`config.mk`:
```
export PLATFORM = sky130hd
export DESIGN_NAME = phi2_step_controller_flat
export DESIGN_NICKNAME = d
export VERILOG_FILES = /design/src/rtl/phi2_step_if.sv /design/src/rtl/phi2_step_controller.sv /design/src/flat_wrapper.sv
export SDC_FILE = /design/constraint.sdc
export NUM_CORES = 1
export LEC_CHECK = 0
export ABC_AREA = 1
export ABC_CLOCK_PERIOD_IN_PS = 3200
export CAP_MARGIN = 20
export CORE_MARGIN = 2
export CORE_UTILIZATION = 47
export CTS_CLUSTER_DIAMETER = 120
export DETAILED_ROUTE_END_ITERATION = 16
export PLACE_DENSITY_LB_ADDON = 0.25
export SYNTH_ARGS = -nofsm -noshare
export SYNTH_HDL_FRONTEND = slang
export SYNTH_SLANG_ARGS = --single-unit
```
`constraint.sdc`:
```
create_clock -name clk_i -period 3.2 [get_ports clk_i]
set_clock_uncertainty 0.15 [all_clocks]
set_input_delay 0.32 -clock clk_i [delete_from_list [all_inputs] [get_ports clk_i]]
set_output_delay 0.32 -clock clk_i [all_outputs]
set_load 0.005 [all_outputs]
```
`src/rtl/phi2_step_if.sv`:
```
// phi2_step_if: front-panel, CPU bus and status signals of the PHI2 step controller
interface phi2_step_if;
  logic        run_i;
  logic        step_i;
  logic        instr_step_i;
  logic        sync_i;
  logic [15:0] a_i;
  logic        bp_en_i;
  logic [15:0] bp_addr_i;
  logic        phi2_o;
  logic        phi2_rise_o;
  logic        phi2_fall_o;
  logic        halted_o;
  logic        bp_hit_o;
  logic [1:0]  state_o;
  logic [15:0] cycles_o;
  modport master (
    output run_i, step_i, instr_step_i, sync_i, a_i, bp_en_i, bp_addr_i,
    input  phi2_o, phi2_rise_o, phi2_fall_o, halted_o, bp_hit_o, state_o, cycles_o
  );
  modport slave (
    input  run_i, step_i, instr_step_i, sync_i, a_i, bp_en_i, bp_addr_i,
    output phi2_o, phi2_rise_o, phi2_fall_o, halted_o, bp_hit_o, state_o, cycles_o
  );
endinterface

```
`src/rtl/phi2_step_controller.sv`:
```
// phi2_step_controller: PHI2 generator with free-run, cycle/instruction stepping and breakpoint halt
module phi2_step_controller #(
  parameter int HALF_PERIOD  = 6,
  parameter int SYNC_TIMEOUT = 16
) (
  input  logic         clk_i,
  input  logic         rst_i,
  phi2_step_if.slave   bus
);
  typedef enum logic [1:0] {HALT = 2'b00, RUN = 2'b01, STEP_CYC = 2'b10, STEP_INS = 2'b11} state_t;
  localparam logic [7:0] PH_MAX = 8'(HALF_PERIOD - 1);
  localparam logic [7:0] SC_MAX = 8'(SYNC_TIMEOUT - 1);
  state_t      state_q, state_d;
  logic [7:0]  ph_q, ph_d, sc_q, sc_d;
  logic [15:0] cyc_q, cyc_d;
  logic        phi2_q, phi2_d, rise_q, rise_d, fall_q, fall_d, bp_hit_q, bp_hit_d;
  logic        run_q, stp_s_q, stp_q;
  logic        step_edge, toggle, cyc_end, bp_match;
  // State and clock-generator registers; the step sampler resets high so a held key is ignored
  always_ff @(posedge clk_i) begin
    if (rst_i) begin
      state_q  <= HALT;
      ph_q     <= '0;
      sc_q     <= '0;
      cyc_q    <= '0;
      phi2_q   <= 1'b0;
      rise_q   <= 1'b0;
      fall_q   <= 1'b0;
      bp_hit_q <= 1'b0;
      run_q    <= 1'b0;
      stp_s_q  <= 1'b1;
      stp_q    <= 1'b1;
    end else begin
      state_q  <= state_d;
      ph_q     <= ph_d;
      sc_q     <= sc_d;
      cyc_q    <= cyc_d;
      phi2_q   <= phi2_d;
      rise_q   <= rise_d;
      fall_q   <= fall_d;
      bp_hit_q <= bp_hit_d;
      run_q    <= bus.run_i;
      stp_s_q  <= bus.step_i;
      stp_q    <= stp_s_q;
    end
  end
  // Phase counter, PHI2 edges and next state; transitions out of non-HALT states only at a cycle end
  always_comb begin
    step_edge = stp_s_q & ~stp_q;
    toggle    = (state_q != HALT) && (ph_q == PH_MAX);
    cyc_end   = toggle && phi2_q;
    bp_match  = bus.bp_en_i && bus.sync_i && (bus.a_i == bus.bp_addr_i);
    ph_d      = (state_q == HALT || toggle) ? 8'd0 : ph_q + 8'd1;
    phi2_d    = (state_q != HALT) && (phi2_q ^ toggle);
    rise_d    = toggle && !phi2_q;
    fall_d    = cyc_end;
    cyc_d     = cyc_q + 16'(cyc_end);
    sc_d      = (state_q == HALT) ? 8'd0 : sc_q + 8'(cyc_end);
    state_d   = state_q;
    bp_hit_d  = bp_hit_q && !(state_q == HALT && step_edge);
    case (state_q)
      HALT:     state_d = (run_q && !bp_hit_q) ? RUN :
                          step_edge ? (bus.instr_step_i ? STEP_INS : STEP_CYC) : HALT;
      RUN: begin
        bp_hit_d = bp_hit_q || (cyc_end && bp_match);
        state_d  = (cyc_end && (bp_match || !bus.run_i)) ? HALT : RUN;
      end
      STEP_CYC: state_d = cyc_end ? HALT : STEP_CYC;
      STEP_INS: state_d = (cyc_end && ((bus.sync_i && sc_q != 8'd0) || sc_q == SC_MAX)) ? HALT : STEP_INS;
      default:  state_d = HALT;
    endcase
  end
  assign bus.phi2_o      = phi2_q;
  assign bus.phi2_rise_o = rise_q;
  assign bus.phi2_fall_o = fall_q;
  assign bus.halted_o    = state_q == HALT;
  assign bus.bp_hit_o    = bp_hit_q;
  assign bus.state_o     = state_q;
  assign bus.cycles_o    = cyc_q;
endmodule

```
`src/flat_wrapper.sv`:
```
// flat-port wrapper written by rule: the top's interface ports become plain ports
module phi2_step_controller_flat 
#(
  parameter int HALF_PERIOD  = 6,
  parameter int SYNC_TIMEOUT = 16
)
  (clk_i, rst_i, bus_run_i, bus_step_i, bus_instr_step_i, bus_sync_i, bus_a_i, bus_bp_en_i, bus_bp_addr_i, bus_phi2_o, bus_phi2_rise_o, bus_phi2_fall_o, bus_halted_o, bus_bp_hit_o, bus_state_o, bus_cycles_o);
  phi2_step_if bus_i ();
  input  logic clk_i;
  input  logic rst_i;
  input wire logic [$bits(bus_i.run_i)-1:0] bus_run_i;
  input wire logic [$bits(bus_i.step_i)-1:0] bus_step_i;
  input wire logic [$bits(bus_i.instr_step_i)-1:0] bus_instr_step_i;
  input wire logic [$bits(bus_i.sync_i)-1:0] bus_sync_i;
  input wire logic [$bits(bus_i.a_i)-1:0] bus_a_i;
  input wire logic [$bits(bus_i.bp_en_i)-1:0] bus_bp_en_i;
  input wire logic [$bits(bus_i.bp_addr_i)-1:0] bus_bp_addr_i;
  output wire logic [$bits(bus_i.phi2_o)-1:0] bus_phi2_o;
  output wire logic [$bits(bus_i.phi2_rise_o)-1:0] bus_phi2_rise_o;
  output wire logic [$bits(bus_i.phi2_fall_o)-1:0] bus_phi2_fall_o;
  output wire logic [$bits(bus_i.halted_o)-1:0] bus_halted_o;
  output wire logic [$bits(bus_i.bp_hit_o)-1:0] bus_bp_hit_o;
  output wire logic [$bits(bus_i.state_o)-1:0] bus_state_o;
  output wire logic [$bits(bus_i.cycles_o)-1:0] bus_cycles_o;
  assign bus_i.run_i = bus_run_i;
  assign bus_i.step_i = bus_step_i;
  assign bus_i.instr_step_i = bus_instr_step_i;
  assign bus_i.sync_i = bus_sync_i;
  assign bus_i.a_i = bus_a_i;
  assign bus_i.bp_en_i = bus_bp_en_i;
  assign bus_i.bp_addr_i = bus_bp_addr_i;
  assign bus_phi2_o = bus_i.phi2_o;
  assign bus_phi2_rise_o = bus_i.phi2_rise_o;
  assign bus_phi2_fall_o = bus_i.phi2_fall_o;
  assign bus_halted_o = bus_i.halted_o;
  assign bus_bp_hit_o = bus_i.bp_hit_o;
  assign bus_state_o = bus_i.state_o;
  assign bus_cycles_o = bus_i.cycles_o;
  phi2_step_controller #(.HALF_PERIOD(HALF_PERIOD), .SYNC_TIMEOUT(SYNC_TIMEOUT)) u_core (.clk_i(clk_i), .rst_i(rst_i), .bus(bus_i));
endmodule
```
==> results of run 1 <==
## power breakdown
group          switching (uW)  leakage, uW  total, uW  internal (uW)
Combinational            55.9     0.000868        126           69.7
Sequential               3.74     0.000331        519            515
Clock                     169    0.0000433        340            171
## synth_stat cells
cell	number	area share, %
o21ai_1	1	0.23
nor3_2	2	0.93
inv_2	7	1.2
dfxtp_1	41	38
xnor2_1	1	0.41
o21ai_0	14	3.2
nand2_1	64	11
xor2_1	3	1.2
nor4_1	3	0.87
nand4_1	6	1.7
nor4_4	1	0.99
nand3_2	1	0.46
clkbuf_1	2	0.35
nor3b_1	1	0.35
ha_1	8	4.6
nand2_2	3	0.87
a31oi_1	1	0.29
inv_1	65	11
nand3_1	9	2.1
nor2_1	60	10
o21a_1	2	0.70
nor2_2	3	0.87
nor3_1	10	2.3
nor2_4	1	0.52
or2_2	2	0.58
o21ai_2	1	0.41
a21oi_1	15	3.5
o211ai_1	1	0.35
## per-layer routing
layer,share of wire (%),track usage (%),vias to the layer above,routed length [um]
met5,0,0,-,0
met4,0.45,4.19,0,21
met3,5.6,5.63,4,261
met2,49,32.7,44,2310
met1,45,21.7,907,2080
li1,-,-,1128,-
## final timing paths
kind / slack [ns] / cells past startpoint / end
worst min register to register: 0.29 / 2 / u_core.stp_q
worst min-delay path: 0.29 / 2 / u_core.stp_q
worst max-delay path: 0.33 / 15 / u_core.bus.cycles_o[12]
worst max register to register: 0.33 / 15 / u_core.bus.cycles_o[12]
## what timing repair did
action / in CTS / in global routing
endpoints found under the setup margin: 0 / 2
resized for setup: 0 / 1
hold endpoints to repair: 0 / 0
## cell families (layout without fill, tap and decap cells)
kind of cell | after synthesis | count (layout) | synth area share [%]
flops | 41 | 41 | 38.0
fa+ha+maj | 8 | 8 | 4.64
compound gates | 35 | 35 | 8.70
xor+xnor | 4 | 4 | 1.62
simple gates | 166 | 166 | 34.1
buf+inv | 74 | 140 | 12.9
## registers in the layout, summed over array words and instances (netlist names)
signal	flops
u_core.stp_s_q	1
u_core.stp_q	1
u_core.ph_q	8
u_core.bus.cycles_o	16
u_core.sc_q	8
u_core.bus.bp_hit_o	1
u_core.bus.phi2_fall_o	1
u_core.bus.phi2_o	1
u_core.bus.state_o	2
u_core.bus.phi2_rise_o	1
u_core.run_q	1
## metrics by stage
stage	power (uW)	utilization [%]	setup WS (ns)
2_1_floorplan	585	-	0.616
3_3_place_gp	653	64.5	0.441
3_5_place_dp	656	64.5	0.325
4_1_cts	993	66.5	0.316
5_1_grt	1030	66.7	-0.0112
6_report	984	66.7	0.327
## critical path, cell delays in order (launching register included)
cell	delay [ns]
dfxtp_1	0.38
ha_1	0.16
inv_1	0.06
nor4_2	0.36
inv_1	0.08
nor2_1	0.14
ha_1	0.26
ha_1	0.20
ha_1	0.16
nand2_1	0.08
inv_2	0.08
nand3_2	0.12
nor4_4	0.28
nand3_1	0.12
nand2_1	0.09
nor2_1	0.04
## final cells by class
type                            count  area [um2]  area share [%]
Clock buffer                        6        82.6            2.83
Clock inverter                      1        7.51           0.257
Inverter                           72         270            9.25
Multi-Input combinational cell    213        1070            36.5
Sequential cell                    41         821            28.1
Tap cell                           52        65.1            2.23
Timing Repair Buffer               61         611            20.9
==> reports/qor.yml, run 1 <==
fin_area_mm2: 0.00292
required_ns: 3.20
slew_headroom_pct: 53.5
worstMarginPinSlew_ns: 0.696
overflow: 0
final_cells: 446
reg2reg_from: "u_core.ph_q[0]"
post-route-drc-count: 0
ys_types: 28
layout_commonest_cell: "inv_1"
dp.final_hpwl_um: 3690
hp-class: "reg -> reg"
worstPathMaxFanout: 5
path_clk_slew_ns: 0.08
syn-cell-area_mm2: 0.00216
cts_setup_buffers: 0
yosysSeqAreaShare_pct: 38.0
fill_cells: 385
synth_warnings: 0
nNetsFinal: 441
syn_to_final_growth_pct: 35.4
drt-total-wl_um: 4670
setup_viol: 0
num_antenna_cells: 0
final_cell_mix: "inv_1, nand2_1, clkdlybuf4s50_1"
antenna_found_initial: 0
root_buffer: "clkbuf_8"
ir_drop_mv: 0.277
finalSetupTns_ns: 0
vias: 2083
run_status: "finished, final reports clean"
wl_per_cell_um: 10.5
drv_slew: 0
clock_latency_ns: 0.28
num_rows: 24
initial_core_util_pct: 49.2
setup.worst_path.start_class: "flop"
crit_type: "reg -> reg"
hold_ws_ns: 0.290
p_per_area_mw_per_mm2: 337
post-route-min-period_ns: 2.87
via_per_inst: 4.67
hp-start: "u_core.stp_s_q"
clockBufferDepth: 2
gr-usage-all-layers_pct: 18.4
synth_seq_cells: 41
cts_tree: "done"
power.leakage_uw: 0.00124
place.gp.congestion: 0.792
fmax_mhz: 348
design.die.area_mm2: 0.00515
core_mm2: 0.00438
finalCritPeriodShare_pct: 89.8
die-width_um: 71.8
pin_count: 62
crit_path_end_kind: "flop"
fp.dieH_um: 71.8
io_buffers: 61
grt_max_degree: 18
cts-htree-levels: 2
hold_buffers: 0
syn_nets: 375
cts_made_buffers: 5
crit_path_start: "u_core.ph_q[0]"
drive_gt1_share_pct: 7.36
syn_avg_cell_area_um2: 6.58
place_area_mm2: 0.00283
post-place-cells: 439
firstDrtPassIters: 4
crit_arrival_ns: 2.87
ant_nets: 0
cts_sinks: 41
drt_iter0_markers: 98
hold_violations: 0
syn_inst: 328
max_cap_viol_count: 0
grt_first_pass_wirelength_um: 7740
grt_pass1_vias: 1951
Note: power is estimated with default switching activity, not from simulation.
==> inputs of run 2 (changes only) <==
--- a/config.mk
+++ b/config.mk
@@ -16,3 +16,4 @@
 export SYNTH_ARGS = -nofsm -noshare
 export SYNTH_HDL_FRONTEND = slang
 export SYNTH_SLANG_ARGS = --single-unit
+export TNS_END_PERCENT = 100
==> results of run 2 <==
No change in the layout: final DEF, timing and power equal those of run 1.
==> variant, RTL diff (config.mk and constraints of run 2) <==
Reset style: asynchronous (`rst_i`), changed in one clocked block.
--- a/src/rtl/phi2_step_controller.sv
+++ b/src/rtl/phi2_step_controller.sv
@@ -17,7 +17,7 @@
   logic        run_q, stp_s_q, stp_q;
   logic        step_edge, toggle, cyc_end, bp_match;
   // State and clock-generator registers; the step sampler resets high so a held key is ignored
-  always_ff @(posedge clk_i) begin
+  always_ff @(posedge clk_i or posedge rst_i) begin
     if (rst_i) begin
       state_q  <= HALT;
       ph_q     <= '0;
Check against the original RTL: differs if rst_i is asserted again (counterexample within 4 cycles, from zero or initial values and one cycle with rst_i high); with rst_i held inactive, the same outputs for 10 cycles.
==> variant against run 2 <==
  * Global-route usage is 0.45 points higher
  * Sequential share of layout area is 6.4 points higher
  * Cell area is 2.1% higher
  * Wire length is 8.0% lower
  * Via count is 5.6% lower
  * Synthesized area is 2.3% higher
  * Highest routed layer unchanged
  * Synthesized cell count is 13% lower
  * Maximum frequency is 8.7% higher
  * Non-clock buffer count is 1 higher
  * Worst setup slack better by 0.23 ns
  * Sequential cell count stayed put
Power is not compared: it rests on default switching activity, and its combinational part moved more than twofold at a synthesized area within 25%.
==> variant: results (changes against run 2) <==
status: "finished clean"
synthCells: 285  # -13%
slowest_delay_ns: 0.40  # +0.02 ns
ys_seq_area_share_pct: 46.6  # +8.5 points
dpl-instance-area_mm2: 0.00289  # +2.3%
grtUsageTotal_pct: 18.8  # +0.45 points
multi_input_area_um2: 985  # -7.6%
hpwl_mm: 3.42  # -7.2%
holdPathEnd: "u_core.stp_q"
critPathCapture: "u_core.bus.cycles_o[14]"
pre_cts_ws_ns: 0.533  # +0.208 ns
wl_met1_mm: 1.90  # -9.0%
worst_slack_ns: 0.556  # +0.229 ns
clock_latency_ns: 0.30  # +0.02 ns
clock_buffers: 7  # +1
synth_fa_ha_area_share_pct: 3.97  # -0.67 points
place_congestion: 0.758  # -4.2%
clkTransAtPathRegs_ns: 0.08  # about the same
vias: 1967  # -5.6%
dp_cells: 399  # -9.1%
met1_usage_pct: 22.4  # +0.75 points
ys_types: 27  # -3.6%
worstPathMaxFanout: 4  # -1
worstPathArrival_ns: 2.72  # -0.15 ns
grt_start_max_net_pins: 42  # +24
reg2reg_depth: 13  # -2
netlist_top_cells_count: "nand2_1, inv_1, nor2_1"
use_met3_pct: 5.00  # -0.63 points
drtPass1Iterations: 4  # unchanged
startpoint: "u_core.ph_q[1]"
rr_startpoint: "u_core.ph_q[1]"
grtUsageMet2_pct: 32.3  # -0.39 points
route.met2.wl_mm: 2.07  # -10%
fillers: 374  # -2.9%
area_delta_synth_final_pct: 35.2
buffers_excl_clock: 62  # +1.6%
hold_ws_ns: 0.217  # -0.0733 ns
hold_depth: 0  # -2
drtIter0Drc: 139  # +42%
synth-async-reset-ratio_pct: 100  # +100 points
drive_gt1_share_pct: 4.79  # -2.6 points
buffer_area_share_pct: 20.7  # -0.19 points
via_per_inst: 4.83  # +3.5%
clock_cell_area_share_pct: 3.14  # +0.061 points
wl_mm: 4.30  # -8.0%
hp-start: "u_core.stp_s_q"
inverters: 52  # -28%
tightest_slew_ns: 0.497  # -0.199 ns
synth_compound_area_share_pct: 5.95  # -2.7 points
synthTopCellsByArea: "dfrtp_1, nand2_1, inv_1"
multi_input_cells: 192  # -9.9%
==> variant: cell count changes in the layout (fill, tap and decap cells not counted), moves of 7 or more <==
| cell | run 2 | this run |
|---|---|---|
| dfrtp_1 | 0 | 39 |
| o21ai_0 | 14 | 6 |
| xor2_1 | 3 | 11 |
| dfxtp_1 | 41 | 0 |
| nand2_1 | 64 | 71 |
| nor2_1 | 60 | 40 |
| inv_1 | 65 | 52 |
| inv_2 | 7 | 0 |
==> variant: power groups by stage <==
| stage | Clock, mW | Combinational [mW] | Sequential [mW] |
|---|---|---|---|
| 4_1_cts | 0.360 | 0.380 | 0.629 |
| 5_1_grt | 0.380 | 0.431 | 0.637 |
| 6_report | 0.350 | 0.371 | 0.629 |
| 3_3_place_gp | 0 | 0.370 | 0.637 |
| 2_1_floorplan | 0 | 0.196 | 0.632 |
| 3_5_place_dp | 0 | 0.378 | 0.640 |
